--- src/rtl/logic_unit_pipe_pkg.sv ---
// logic_unit_pipe_pkg
//   Shared definitions for the logic unit pipeline: the 3-bit operation
//   codes understood by logic_op_core and sampled by logic_unit_pipe.
package logic_unit_pipe_pkg;

  typedef enum logic [2:0] {
    OP_NOT  = 3'd0,
    OP_OR   = 3'd1,
    OP_NOR  = 3'd2,
    OP_AND  = 3'd3,
    OP_NAND = 3'd4,
    OP_XOR  = 3'd5,
    OP_XNOR = 3'd6,
    OP_PASS = 3'd7
  } op_e;

endpackage

--- src/rtl/logic_unit_pipe_op_core.sv ---
// logic_op_core
//   Purely combinational bitwise operation mux, WIDTH bits wide.
//   Ports:
//     op  [2:0]        operation select (see op_e)
//     a   [WIDTH-1:0]  operand A
//     b   [WIDTH-1:0]  operand B (unused by NOT and PASS)
//     y   [WIDTH-1:0]  result
module logic_op_core
  import logic_unit_pipe_pkg::*;
#(
  parameter int unsigned WIDTH = 8
) (
  input  logic [2:0]       op,
  input  logic [WIDTH-1:0] a,
  input  logic [WIDTH-1:0] b,
  output logic [WIDTH-1:0] y
);

  always_comb begin
    y = a;
    case (op_e'(op))
      OP_NOT:  y = ~a;
      OP_OR:   y = a | b;
      OP_NOR:  y = ~(a | b);
      OP_AND:  y = a & b;
      OP_NAND: y = ~(a & b);
      OP_XOR:  y = a ^ b;
      OP_XNOR: y = ~(a ^ b);
      OP_PASS: y = a;
    endcase
  end

endmodule

--- src/rtl/logic_unit_pipe.sv ---
// logic_unit_pipe
//   Registered bitwise logic unit with a valid/ready handshake, an
//   optional accumulator feeding operand B, registered reductions of the
//   result and a saturating count of accepted beats.
//   Ports:
//     clk, rst_n            clock, asynchronous active-low reset
//     in_valid / in_ready   operand beat handshake
//     op, acc_mode          operation and B-source select, sampled with beat
//     acc_clr               synchronous accumulator clear
//     a, b                  operands
//     out_valid / out_ready result handshake
//     y                     registered result
//     red_and/or/xor        reductions of y
//     txn_cnt               accepted beat count, saturating at all-ones
module logic_unit_pipe
  import logic_unit_pipe_pkg::*;
#(
  parameter int unsigned WIDTH   = 8,
  parameter int unsigned COUNT_W = 16
) (
  input  logic               clk,
  input  logic               rst_n,
  input  logic               in_valid,
  output logic               in_ready,
  input  logic [2:0]         op,
  input  logic               acc_mode,
  input  logic               acc_clr,
  input  logic [WIDTH-1:0]   a,
  input  logic [WIDTH-1:0]   b,
  output logic               out_valid,
  input  logic               out_ready,
  output logic [WIDTH-1:0]   y,
  output logic               red_and,
  output logic               red_or,
  output logic               red_xor,
  output logic [COUNT_W-1:0] txn_cnt
);

  logic [WIDTH-1:0] acc;
  logic [WIDTH-1:0] b_eff;
  logic [WIDTH-1:0] result;
  logic             accept;

  assign in_ready = !out_valid || out_ready;
  assign accept   = in_valid && in_ready;
  assign b_eff    = acc_mode ? acc : b;

  logic_op_core #(
    .WIDTH (WIDTH)
  ) u_core (
    .op (op),
    .a  (a),
    .b  (b_eff),
    .y  (result)
  );

  // Output register: reductions are taken from the result being loaded so
  // they always describe the value presented on y.
  always_ff @(posedge clk or negedge rst_n) begin
    if (!rst_n) begin
      out_valid <= 1'b0;
      y         <= '0;
      red_and   <= 1'b0;
      red_or    <= 1'b0;
      red_xor   <= 1'b0;
    end else if (accept) begin
      out_valid <= 1'b1;
      y         <= result;
      red_and   <= &result;
      red_or    <= |result;
      red_xor   <= ^result;
    end else if (out_ready) begin
      out_valid <= 1'b0;
    end
  end

  // Clear has priority; a coinciding acc_mode beat already used the old
  // value combinationally.
  always_ff @(posedge clk or negedge rst_n) begin
    if (!rst_n) begin
      acc <= '0;
    end else if (acc_clr) begin
      acc <= '0;
    end else if (accept && acc_mode) begin
      acc <= result;
    end
  end

  always_ff @(posedge clk or negedge rst_n) begin
    if (!rst_n) begin
      txn_cnt <= '0;
    end else if (accept && (txn_cnt != '1)) begin
      txn_cnt <= txn_cnt + COUNT_W'(1);
    end
  end

endmodule

--- config.mk ---
export PLATFORM = sky130hd
export DESIGN_NAME = logic_unit_pipe
export DESIGN_NICKNAME = d
export VERILOG_FILES = /design/src/rtl/logic_unit_pipe_pkg.sv /design/src/rtl/logic_unit_pipe_op_core.sv /design/src/rtl/logic_unit_pipe.sv
export SDC_FILE = /design/constraint.sdc
export NUM_CORES = 1
export LEC_CHECK = 0
export CELL_PAD_IN_SITES_DETAIL_PLACEMENT = 1
export CELL_PAD_IN_SITES_GLOBAL_PLACEMENT = 1
export CORE_ASPECT_RATIO = 1.5
export CORE_MARGIN = 2
export CORE_UTILIZATION = 40
export CTS_CLUSTER_DIAMETER = 60
export DETAILED_ROUTE_END_ITERATION = 10
export PLACE_DENSITY = 0.88
export SYNTH_ARGS = -nofsm -noshare
export SYNTH_HDL_FRONTEND = slang
export SYNTH_SLANG_ARGS = --single-unit
--- constraint.sdc ---
create_clock -name clk -period 2.9 [get_ports clk]
set_input_delay 0.29 -clock clk [delete_from_list [all_inputs] [get_ports clk]]
set_output_delay 0.29 -clock clk [all_outputs]
set_load 0.02 [all_outputs]
# Yosys cells after proc, flatten, opt, wreduce, memory -nomap -nowiden
# Index checks and enable logic that the tools add are counted.
word_totals:
  reg_bits: 36
  input_bits: 25
  out_inout_bits: 29
  elab_cells: 40
op_classes:
  add_sub_neg: 1
  eq_ne: 8
  muxes: 6
  bitwise: 7
  reduce_logical: 11
op_table:
  columns: ["op", "count"]
  rows:
  - ["one-hot mux 8 bit (8 select lines)", 1]
  - ["inverter 8 bit", 4]
  - ["2-to-1 mux 8 bit", 3]
  - ["adder 16 x 1 -> 16 bit (second input constant)", 1]
  - ["inequality test 16 bit (second input constant)", 1]
  - ["equality test 3 bit (second input constant)", 4]
  - ["AND 8 bit", 1]
  - ["OR 8 bit", 1]
  - ["AND reduction 8 bit", 1]
  - ["OR reduction 8 bit", 1]
  - ["parity 8 bit", 1]
  - ["XOR 8 bit", 1]
  - ["equality test 3 x 2 -> 1 bit (second input constant)", 2]
  - ["nonzero test 2 bit", 2]
  - ["equality test 3 x 1 -> 1 bit (second input constant)", 1]
  - ["logical AND 1 bit", 3]
  - ["zero test 3 bit", 1]
  - ["2-to-1 mux 1 bit", 2]
  - ["zero test 1 bit", 1]
  - ["logical OR 1 bit", 1]

# Depth between registers and ports, before layout
depth:
  ltp_word: 6
  mapped_depth: 12
  ltp_nobuf: 11

# Modules after synthesis
# A second synthesis with hierarchy kept.
unflattened:
  hier_cells: 280
  area_unflattened_um2: 2715.1
modules_own_cells:
  columns: ["module", "instances", "cells_per_inst", "area_per_inst_um2", "seq_area_each_um2"]
  rows:
  - ["logic_unit_pipe", 1, 173, 1856.8, 900.9]
  - ["logic_op_core", 1, 107, 858.3, 0.0]

# Least setup slack after synthesis
# OpenSTA, ideal clock, no wires.
synth_timing:
  path_type: "in2reg"
  start: "in acc_mode"
  end: "reg red_xor"
  setup_time_ps: 136
  arrival_time_ps: 2349
  required_ps: 2764
  slack_ps: 415
  path_stages: 11
  n_path_buf: 1
  cell_sequence: "buf_2 -> mux2i_1 -> inv_1 -> ha_1 -> o2bb2ai_1 -> a2111o_1 -> and2_1 -> ha_1 -> xnor2_1 -> xnor2_1 -> o21ai_0"
synth_between:
  elab_chain_len: 5
  word_cells_on_any_way: 9
  cone_classes: "mux: 2; bitwise: 6; reduce/logical: 1"
synth_lines:
  columns: ["item", "line_no", "rtl"]
  rows:
  - ["start, declared", "logic_unit_pipe.sv:26", "input logic acc_mode,"]
  - ["2-to-1 mux 8 bit *", "logic_unit_pipe.sv:46", "assign b_eff = acc_mode ? acc : b;"]
  - ["XOR 8 bit (tied with other cells)", "logic_unit_pipe_op_core.sv:27, logic_unit_pipe_op_core.sv:28", null]
  - ["inverter 8 bit, on equally long branches", "logic_unit_pipe_op_core.sv:28, logic_unit_pipe_op_core.sv:24, logic_unit_pipe_op_core.sv:26", null]
  - ["one-hot mux 8 bit (8 select lines) *", "logic_unit_pipe_op_core.sv:21", "case (op_e'(op))"]
  - ["net result[4]", "logic_unit_pipe.sv:41", "logic [WIDTH-1:0] result;"]
  - ["parity 8 bit *", "logic_unit_pipe.sv:71", "red_xor <= ^result;"]
  - ["end signal, assigned", "logic_unit_pipe.sv:71", null]
  - ["end, declared", "logic_unit_pipe.sv:35", "output logic red_xor,"]
# The timed path passes the listed nets; every way through them passes the cells marked *.
# A chain may end at the register's enable or synchronous reset.

# Worst setup path in the final report
layout_timing:
  start: "in acc_mode"
  end: "reg red_xor"
layout_between:
  elab_chain_len: 5
  word_cells_on_any_way: 9
  cone_classes: "mux: 2; bitwise: 6; reduce/logical: 1"
layout_lines:
  columns: ["item", "line_no"]
  rows:
  - ["2-to-1 mux 8 bit *", "logic_unit_pipe.sv:46"]
  - ["XOR 8 bit (tied with other cells)", "logic_unit_pipe_op_core.sv:27, logic_unit_pipe_op_core.sv:28"]
  - ["inverter 8 bit, on equally long branches", "logic_unit_pipe_op_core.sv:28, logic_unit_pipe_op_core.sv:24, logic_unit_pipe_op_core.sv:26"]
  - ["one-hot mux 8 bit (8 select lines) *", "logic_unit_pipe_op_core.sv:21"]
  - ["parity 8 bit *", "logic_unit_pipe.sv:71"]
# Every way passes the cells marked *; elsewhere a longest branch is shown, timed or not.

==> flow_summary.html <==
<table>
<tr><th>Metric</th><th>Value</th></tr>
<tr><th colspan="2">Status</th></tr>
<tr><td>Status</td><td>finished clean</td></tr>
<tr><th colspan="2">Synthesis</th></tr>
<tr><td>Sequential area share after synthesis</td><td>31.9%</td></tr>
<tr><td>Count of state elements after synthesis</td><td>36</td></tr>
<tr><td>Synthesized netlist cell count</td><td>308</td></tr>
<tr><td>Most used flip-flop cell after synthesis</td><td>sky130_fd_sc_hd__dfrtp_1</td></tr>
<tr><td>Total standard cell area after synthesis</td><td>2830 um2</td></tr>
<tr><td>Count of flip-flops with a built-in enable after synthesis</td><td>0</td></tr>
<tr><td>Synth warn</td><td>0</td></tr>
<tr><td>Net count after synthesis</td><td>358</td></tr>
<tr><td>Synth cell types</td><td>56</td></tr>
<tr><td>Post-Synthesis Mean Instance Area</td><td>9.18 um2</td></tr>
<tr><td>Proportion of register bits with asynchronous set or reset after synthesis</td><td>100%</td></tr>
<tr><th colspan="2">STA</th></tr>
<tr><td>Setup repair after global routing missed its margin</td><td>false</td></tr>
<tr><td>Number of max-slew violations in the final report</td><td>0</td></tr>
<tr><td>Clock tree skew after final layout</td><td>8.27 ps</td></tr>
<tr><td>Hold violation total from the final report</td><td>0</td></tr>
<tr><td>Worst path setup slack after routing</td><td>145 ps</td></tr>
<tr><td>Share of the cycle needed by the critical path after routing</td><td>95.0%</td></tr>
<tr><td>Headroom to the max-slew limit</td><td>46.6%</td></tr>
<tr><td>Fin crit period</td><td>2760 ps</td></tr>
<tr><td>Setup-failing EPs final</td><td>0</td></tr>
<tr><td>Least-Margin Pin Slew</td><td>802 ps</td></tr>
<tr><td>Maximum clock rate</td><td>363 MHz</td></tr>
<tr><td>Summed negative setup slack over all endpoints</td><td>0 ps</td></tr>
<tr><th colspan="2">Floorplanning</th></tr>
<tr><td>Core outline area</td><td>6850 um2</td></tr>
<tr><td>Top Ports</td><td>54</td></tr>
<tr><td>Die width</td><td>72.7 um</td></tr>
<tr><td>Number of placement rows</td><td>37</td></tr>
<tr><td>Height of the die</td><td>107 um</td></tr>
<tr><td>Initial Utilization</td><td>41.3%</td></tr>
<tr><td>Total Die Area</td><td>7770 um2</td></tr>
<tr><th colspan="2">Finish</th></tr>
<tr><td>Number of inserted diodes</td><td>0</td></tr>
<tr><td>Final instance count without filler cells</td><td>449</td></tr>
<tr><td>Synthesis-to-finish area growth</td><td>29.5%</td></tr>
<tr><td>Layout cells sized above 1</td><td>12.9%</td></tr>
<tr><td>Leading cell type in the layout, fill and taps excluded</td><td>sky130_fd_sc_hd__clkdlybuf4s50_1</td></tr>
<tr><td>Commonest non-fill, non-tap cells in the layout</td><td>sky130_fd_sc_hd__clkdlybuf4s50_1, sky130_fd_sc_hd__dfrtp_1, sky130_fd_sc_hd__nand2_1, sky130_fd_sc_hd__ha_1, sky130_fd_sc_hd__inv_1</td></tr>
<tr><td>Fin nets</td><td>420</td></tr>
<tr><th colspan="2">Place</th></tr>
<tr><td>Final weighted congestion of routability-driven global placement</td><td>0.813</td></tr>
<tr><td>Worst setup slack before clock tree synthesis</td><td>-257 ps</td></tr>
<tr><td>Cell count after placement</td><td>441</td></tr>
<tr><td>Count of buffers from port buffering</td><td>53</td></tr>
<tr><td>DP Wirelength</td><td>6270 um</td></tr>
<tr><th colspan="2">Critical path</th></tr>
<tr><td>Worst EP arrival</td><td>2920 ps</td></tr>
<tr><td>Required time of the critical path</td><td>3070 ps</td></tr>
<tr><td>Startpoint types</td><td>input pin</td></tr>
<tr><td>Worst Setup End Kind</td><td>register</td></tr>
<tr><td>Maximum net fanout on the critical path</td><td>9</td></tr>
<tr><td>Slack of the worst reg-to-reg path</td><td>450 ps</td></tr>
<tr><td>Worst setup path category</td><td>input pin to register</td></tr>
<tr><th colspan="2">Clock tree</th></tr>
<tr><td>Setup fix buffers added after clock tree synthesis</td><td>0</td></tr>
<tr><td>Root cell of the clock tree</td><td>sky130_fd_sc_hd__clkbuf_8</td></tr>
<tr><td>CTS tree</td><td>done</td></tr>
<tr><td>Cts bufs inserted</td><td>5</td></tr>
<tr><td>Number of sinks handled by clock tree synthesis</td><td>36</td></tr>
<tr><td>Post-CTS resize count</td><td>0</td></tr>
<tr><td>Clock transition at the registers of the reported paths</td><td>80 ps</td></tr>
<tr><td>Hold-fix buffers, CTS</td><td>0</td></tr>
<tr><td>Number of buffers on the longest clock path</td><td>2</td></tr>
<tr><td>Source-to-sink clock delay at the later pin of the worst-skew pair</td><td>290 ps</td></tr>
<tr><td>CTS H-Tree Depth</td><td>2</td></tr>
<tr><th colspan="2">Route</th></tr>
<tr><td>Total iterations of the first detailed-routing run</td><td>4</td></tr>
<tr><td>Via count</td><td>2528</td></tr>
<tr><td>DRT Wirelength</td><td>7820 um</td></tr>
<tr><td>Wire length per cell after detailed routing</td><td>17.4 um</td></tr>
<tr><td>Post-detailed-route via-to-cell ratio</td><td>5.63</td></tr>
<tr><td>DRC violations left</td><td>0</td></tr>
<tr><td>DRT antenna net count</td><td>0</td></tr>
<tr><td>Initial DRC Count</td><td>93</td></tr>
<tr><th colspan="2">Power and ir drop</th></tr>
<tr><td>Power per Cell Area</td><td>511 nW/um2</td></tr>
<tr><td>IR Drop Worst-Case VDD</td><td>0.000280 V</td></tr>
<tr><td>Cell leakage power</td><td>1.70 nW</td></tr>
<tr><th colspan="2">Global route</th></tr>
<tr><td>Global-route usage over all layers</td><td>21.2%</td></tr>
<tr><td>Initial antenna violation count</td><td>0</td></tr>
<tr><td>Global-route wire length before repair</td><td>13000 um</td></tr>
<tr><td>GRT overflow</td><td>0</td></tr>
<tr><td>Via count of the first global-routing pass</td><td>2706</td></tr>
<tr><td>Maximum number of pins on one net before global-route repair</td><td>41</td></tr>
<tr><th colspan="2">Min path</th></tr>
<tr><td>Type of the worst min-delay path</td><td>input pin to async pin</td></tr>
<tr><th colspan="2">Job</th></tr>
<tr><td>Number of max-cap violations</td><td>0</td></tr>
</table>
worst max-delay path: stages:
cell and delay [ps]:
sky130_fd_sc_hd__clkdlybuf4s50_1 510, sky130_fd_sc_hd__buf_12 150, sky130_fd_sc_hd__mux2i_2 260, sky130_fd_sc_hd__ha_1 300, sky130_fd_sc_hd__mux2_2 280, sky130_fd_sc_hd__a211oi_1 220
sky130_fd_sc_hd__o21ai_1 170, sky130_fd_sc_hd__ha_1 360, sky130_fd_sc_hd__xnor2_2 170, sky130_fd_sc_hd__xnor2_1 130, sky130_fd_sc_hd__o21ai_0 80
layout make-up:
class | count | area, um2
well taps | 78 | 97.6
flip-flops and latches | 36 | 901
multi-input cells | 228 | 1750
inverters | 25 | 93.8
repair buffers | 74 | 708
fillers | 804 | 3190
clock buffers | 6 | 72.6
clock inverters | 2 | 35.0
sequential cells by signal (all words and copies together), names as in the netlist:
name	cells
txn_cnt	16
out_valid	1
red_and	1
red_or	1
red_xor	1
acc	8
y	8
kinds of logic after synthesis:
family,Yosys count,synth area share [%]
and+or+nand+nor,110,23.6
AOI/OAI and AO/OA,59,14.6
buffers and inverters,44,7.04
DFF,36,31.9
adders and majority gates,25,11.1
xor gates and xnor gates,18,5.58
muxes,16,6.24
synthesized netlist by cell type, drive strengths merged, types with 2 or more instances:
master	count	area, um2
nor2b	8	50.1
clkbuf	5	18.8
a211oi	7	57.6
a22o	2	17.5
ha	25	313
nand3b	7	52.6
mux2i	12	120
o32ai	3	26.3
nand2	25	93.8
a21oi	11	55.1
dfrtp	36	901
nor4	4	52.6
nor4b	2	30.0
xor2	14	123
nor2	13	48.8
and3	5	31.3
and4	2	17.5
mux2	3	33.8
and4b	3	30.0
nand2b	8	50.1
o2111ai	3	26.3
nor4bb	3	30.0
nand3	12	77.6
o31ai	3	22.5
xnor2	4	35.0
and2	3	18.8
buf	14	86.3
or3	3	18.8
a31oi	7	43.8
nand4	3	18.8
o21ai	12	60.1
nor3	8	40.0
inv	25	93.8
worst paths after layout:
check,depth (start not counted),to,from
min,1,txn_cnt[0],rst_n
max in group asynchronous,1,txn_cnt[13],rst_n
max reg2reg,9,red_xor,acc[3]
min reg2reg,2,y[7],y[7]
max,11,red_xor,acc_mode
min in group clk,2,y[7],y[7]
routing by layer:
metal | up-vias | GRT usage [%] | routed length (um) | share of wire [%]
li1 | 1223 | - | - | -
met2 | 59 | 39.3 | 4370 | 56
met1 | 1230 | 23.7 | 2990 | 38
met3 | 16 | 1.60 | 223 | 2.9
met4 | 0 | 10.2 | 238 | 3.0
met5 | - | 0 | 0 | 0
report_power, final:
part           internal (mW)  switching, mW
Sequential             0.585          0.102
Combinational          0.365          0.383
Clock                  0.255          0.181
Total                   1.20          0.666
per-stage QoR:
stage | power [mW] | hold slack, ps | cell area (um2) | utilization, %
2_1_floorplan | 1.08 | -5.59 | 2830 | -
3_3_place_gp | 1.38 | 415 | 3530 | 51.5
3_5_place_dp | 1.43 | 433 | 3530 | 51.5
4_1_cts | 1.87 | 111 | 3640 | 53.1
5_1_grt | 1.97 | 137 | 3660 | 53.5
6_report | 1.87 | 83.2 | 3660 | 53.5
No activity file was read; power rests on OpenSTA's default activity.
